File: src/rtl/fetch_queue.sv
// Instruction fetch stage: owns the fetch PC, drives a 1-cycle synchronous instruction
// memory and buffers returned words with their PC in a small valid/ready queue.
module fetch_queue #(
    parameter int ADDR_W   = 12,
    parameter int DATA_W   = 16,
    parameter int DEPTH    = 2,
    parameter int RESET_PC = 0
) (
    input  logic                       CLOCK_50,
    input  logic                       reset,
    output logic [ADDR_W-1:0]          mem_addr,
    input  logic [DATA_W-1:0]          mem_q,
    input  logic                       redirect,
    input  logic [1:0]                 redirect_sel,
    input  logic [ADDR_W-1:0]          alu_target,
    input  logic [ADDR_W-1:0]          jump_target,
    output logic [DATA_W-1:0]          ir_out,
    output logic [ADDR_W-1:0]          ir_pc,
    output logic                       ir_valid,
    input  logic                       ir_ready,
    output logic [$clog2(DEPTH):0]     queue_count
);

    localparam int PW = $clog2(DEPTH);
    localparam int CW = PW + 1;

    logic [ADDR_W-1:0] fetchPc;
    logic              reqPending;
    logic [ADDR_W-1:0] reqPc;
    logic [PW-1:0]     rdPtr;
    logic [PW-1:0]     wrPtr;
    logic [CW-1:0]     count;

    logic [DATA_W-1:0] wordMem [DEPTH];
    logic [ADDR_W-1:0] pcMem   [DEPTH];

    logic              validRedirect;
    logic [ADDR_W-1:0] redirectTarget;
    logic              pop;
    logic              push;
    logic              issue;
    logic [CW:0]       creditUse;

    assign validRedirect  = redirect & ((redirect_sel == 2'b01) | (redirect_sel == 2'b10));
    assign redirectTarget = (redirect_sel == 2'b01) ? alu_target : jump_target;

    assign ir_valid    = (count != '0);
    assign pop         = ir_valid & ir_ready;
    assign push        = reqPending;
    assign ir_out      = ir_valid ? wordMem[rdPtr] : '0;
    assign ir_pc       = ir_valid ? pcMem[rdPtr] : '0;
    assign queue_count = count;
    assign mem_addr    = fetchPc;

    // Credit check: a new read may only be issued if the queue is guaranteed room for
    // it when it returns, counting words already stored and the one still in flight.
    assign creditUse = {1'b0, count} + {{CW{1'b0}}, reqPending} - {{CW{1'b0}}, pop};
    assign issue     = !validRedirect && (creditUse < (CW+1)'(DEPTH));

    // Storage is not reset; entries are only visible through ir_valid-gated outputs.
    always_ff @(posedge CLOCK_50) begin
        if (push && !validRedirect) begin
            wordMem[wrPtr] <= mem_q;
            pcMem[wrPtr]   <= reqPc;
        end
    end

    // A valid redirect flushes everything, including the word returning this cycle.
    always_ff @(posedge CLOCK_50 or posedge reset) begin
        if (reset) begin
            fetchPc    <= ADDR_W'(RESET_PC);
            reqPending <= 1'b0;
            reqPc      <= '0;
            rdPtr      <= '0;
            wrPtr      <= '0;
            count      <= '0;
        end else if (validRedirect) begin
            fetchPc    <= redirectTarget;
            reqPending <= 1'b0;
            rdPtr      <= '0;
            wrPtr      <= '0;
            count      <= '0;
        end else begin
            if (issue) begin
                reqPending <= 1'b1;
                reqPc      <= fetchPc;
                fetchPc    <= fetchPc + 1'b1;
            end else begin
                reqPending <= 1'b0;
            end
            if (push) begin
                wrPtr <= wrPtr + 1'b1;
            end
            if (pop) begin
                rdPtr <= rdPtr + 1'b1;
            end
            count <= count + {{PW{1'b0}}, push} - {{PW{1'b0}}, pop};
        end
    end

endmodule

File: config.mk
export PLATFORM = sky130hd
export DESIGN_NAME = fetch_queue
export DESIGN_NICKNAME = d
export VERILOG_FILES = /design/src/rtl/fetch_queue.sv
export SDC_FILE = /design/constraint.sdc
export NUM_CORES = 1
export LEC_CHECK = 0
export ABC_AREA = 1
export CAP_MARGIN = 30
export CORE_ASPECT_RATIO = 0.5
export CORE_UTILIZATION = 54
export DETAILED_ROUTE_END_ITERATION = 10
export GPL_TIMING_DRIVEN = 0
export PLACE_DENSITY = 0.85
export SLEW_MARGIN = 20
export SYNTH_ARGS = -nofsm -noshare
export SYNTH_HDL_FRONTEND = slang
export SYNTH_SLANG_ARGS = --single-unit
File: constraint.sdc
create_clock -name CLOCK_50 -period 5.6 [get_ports CLOCK_50]
set_input_delay 1.68 -clock CLOCK_50 [delete_from_list [all_inputs] [get_ports CLOCK_50]]
set_output_delay 1.68 -clock CLOCK_50 [all_outputs]
set_load 0.01 [all_outputs]
==> impl_metrics.py <==
metrics = {
    "status": {
        "status": "completed",
    },
    "routing": {
        "drt-total-wl_mm": 8.467,
        "drt_first_iter_violations": 197,
        "post_drt_wl_per_cell_um": 14.60,
        "ant_nets": 0,
        "drc": 0,
        "via_count": 2991,
        "avgViaCountPerCell": 5.157,
        "first_pass_iters": 5,
    },
    "logic_synthesis": {
        "yosysSeqAreaShare_pct": 62.86,
        "synth.most_common_cell": "nand2_1",
        "syn_inst": 381,
        "synth.distinct_cells": 30,
        "synth_area_um2": 3830,
        "syn_nets": 432,
        "synth_seq_cells": 85,
        "async_reset_ff_share_pct": 34.12,
        "synth_top_area_cell": "edfxtp_1",
        "ys_warn_count": 0,
        "yosysTopAreaCellShare_pct": 43.91,
        "synth-edff-count": 56,
        "synthFlopType": "edfxtp_1",
        "synthTopCellsByArea": "edfxtp_1 (44%), dfrtp_1 (19%), nand2_1 (11%)",
        "synth_area_per_cell_um2": 10.05,
        "synth_commonest_cells": "nand2_1 (113), edfxtp_1 (56), a21oi_1 (33), inv_1 (33), nor2_1 (31)",
    },
    "finish": {
        "diodes": 0,
        "num-nets-final": 534,
        "multi_input_area_um2": 1199,
        "layout-drive-gt1-share_pct": 10.04,
        "fill_cells": 475,
        "post_layout_nonfiller_instances": 580,
        "regArea_um2": 2407,
        "area_growth_pct": 36.16,
    },
    "cts": {
        "cts-root-buf": "clkbuf_16",
        "hold_buffers": 0,
        "postCtsSetupBuffers": 0,
        "cts_resized": 0,
        "max-clock-path-buffers": 2,
        "cts_sinks": 85,
        "htreeDepth": 3,
        "cts_buffers": 9,
        "clk_pin_slew_ns": 0.06,
        "cts_tree": "done",
        "clk_latency_ns": 0.33,
    },
    "die": {
        "start_util_pct": 56.50,
        "core-area_um2": 6779,
        "io-pin-count": 89,
        "rows": 21,
        "die_width_um": 121.1,
        "dieHeight_um": 61.55,
        "dieArea_um2": 7454,
    },
    "power": {
        "combPwrFrac_pct": 46.2,
        "leakagePower_nw": 2.140,
        "ir_worst_vdd_v": 0.0002414,
        "power.density_nw_per_um2": 560.5,
        "p_sw_mw": 1.107,
        "intPower_mw": 1.815,
        "p_clk_share_pct": 19.5,
        "seq_power_share_pct": 34.3,
        "switching_share_pct": 37.89,
    },
    "worst_hold_path": {
        "min_path_cells": 0,
        "worstHoldPathType": "reg -> reg",
    },
    "timing": {
        "worst_pin_slew_ns": 0.6149,
        "fmax_ghz": 0.2589,
        "grt_setup_unrepaired": "no",
        "hold_viol_final": 0,
        "setup_viol": 0,
        "skew_ns": 0.003405,
        "tns_ns": 0,
        "slew_headroom_pct": 58.96,
        "finalMaxSlewViolations": 0,
        "min_period_over_period_pct": 68.97,
        "fin_crit_ns": 3.862,
        "hold_ws_ns": 0.4763,
    },
    "setup_path": {
        "cp.arrival_ns": 2.18,
        "startpoint_type": "register",
        "r2r.worst_path.cells": 13,
        "end_kind": "output port",
        "worstSetupPathType": "reg -> out",
        "crit_required_ns": 3.92,
        "cp_max_fo": 10,
    },
    "grt": {
        "grtUsageMet1_pct": 31.16,
        "grt_use_total_pct": 24.36,
        "grt_antenna_before_repair": 0,
        "overflow": 0,
        "grt_pass1_vias": 2721,
        "use_met2_pct": 41.55,
        "busiest_layer": "met2",
        "grt_pass1_wl_mm": 13.10,
        "grtUsageMet3_pct": 7.037,
        "grt_max_degree": 23,
    },
    "place": {
        "numPortBuffers": 88,
        "hpwlAfterDp_mm": 5.966,
        "place_inst": 564,
        "gp_congestion": 0.9190,
    },
    "run": {
        "maxCapViolations": 0,
    },
}
==> placed cells by master (no fill, tap or decap), types with 2 or more instances in the layout <==
cell type / instances
buf_6: 4
nand3_1: 15
buf_2: 6
dfrtp_1: 29
clkinv_1: 2
o211ai_1: 2
clkinvlp_4: 2
clkbuf_1: 5
edfxtp_1: 56
nor2_1: 29
ha_1: 4
inv_2: 3
nor2_4: 2
o21ai_2: 11
nand2_1: 113
buf_16: 3
a21oi_1: 33
inv_1: 33
nand2_4: 2
o21ai_0: 18
a31oi_1: 3
clkdlybuf4s50_1: 88
clkbuf_16: 9
==> kinds of logic (layout without fill, tap and decap cells) <==
logic type      after synthesis  count (layout)  synth area share, %
fa+ha+maj                     5               5                1.830
simple gates                167             167                18.29
compound gates               71              71                10.78
buf+inv                      53             160                6.240
flops                        85              85                62.86
==> worst paths after layout <==
check,start,to,slack (ns)
max in group asynchronous,reset,mem_addr[3]$_DFFE_PP0P_,3.33
min in group asynchronous,reset,rdPtr$_DFFE_PP0P_,1.77
min,reqPc[7]$_DFFE_PP0P_,pcMem[0][7]$_DFFE_PP_,0.48
max,rdPtr$_DFFE_PP0P_,ir_out[11],1.74
max reg2reg,queue_count[1]$_DFF_PP0_,reqPc[1]$_DFFE_PP0P_,2.97
min reg2reg,reqPc[7]$_DFFE_PP0P_,pcMem[0][7]$_DFFE_PP_,0.48
==> power groups by stage <==
stage	Sequential (mW)	Combinational [mW]	Clock, mW
2_1_floorplan	0.996	0.763	0
4_1_cts	1.00	1.36	0.574
5_1_grt	1.02	1.48	0.606
6_report	1.00	1.35	0.571
3_5_place_dp	1.01	1.35	0
3_3_place_gp	0.999	1.28	0
==> cell type report <==
cell class                      instances  area share, %
Inverter                               37          2.711
Tap cell                               92          2.207
Clock inverter                          7          1.272
Timing Repair Buffer                   91          18.47
Sequential cell                        85          46.16
Buffer                                 16          1.871
Multi-Input combinational cell        243          22.98
Clock buffer                            9          4.319
==> metrics by stage <==
| stage | area (µm²) | power (mW) | util (%) | setup slack (ns) |
|---|---|---|---|---|
| finish | 5215 | 2.923 | 76.93 | 1.738 |
| global route | 5215 | 3.111 | 76.93 | 1.582 |
| CTS | 5215 | 2.933 | 76.93 | 1.729 |
| detailed placement | 4923 | 2.353 | 72.63 | 1.446 |
| global placement | 4826 | 2.275 | 71.19 | 0.4476 |
| floorplan | 3830 | 1.759 | - | 1.608 |
==> state kept, by name, indices dropped and copies added, names as in the netlist <==
| register | cells |
|---|---|
| mem_addr | 12 |
| pcMem | 24 |
| push | 1 |
| queue_count | 2 |
| rdPtr | 1 |
| reqPc | 12 |
| wordMem | 32 |
| wrPtr | 1 |
==> worst max-delay path, cell delays in order, from the launching register on <==
cell	delay [ns]
dfrtp_1	0.42
inv_2	0.18
clkbuf_1	0.42
nand2_1	0.10
a21oi_1	0.18
clkdlybuf4s50_1	0.56
==> per-layer routing <==
| layer | share of wire (%) | wire (µm) |
|---|---|---|
| met5 | 0 | 0 |
| met4 | 1.2 | 105 |
| met3 | 6.4 | 546 |
| met2 | 49 | 4180 |
| met1 | 43 | 3634 |
(Power assumes the default switching activity.)
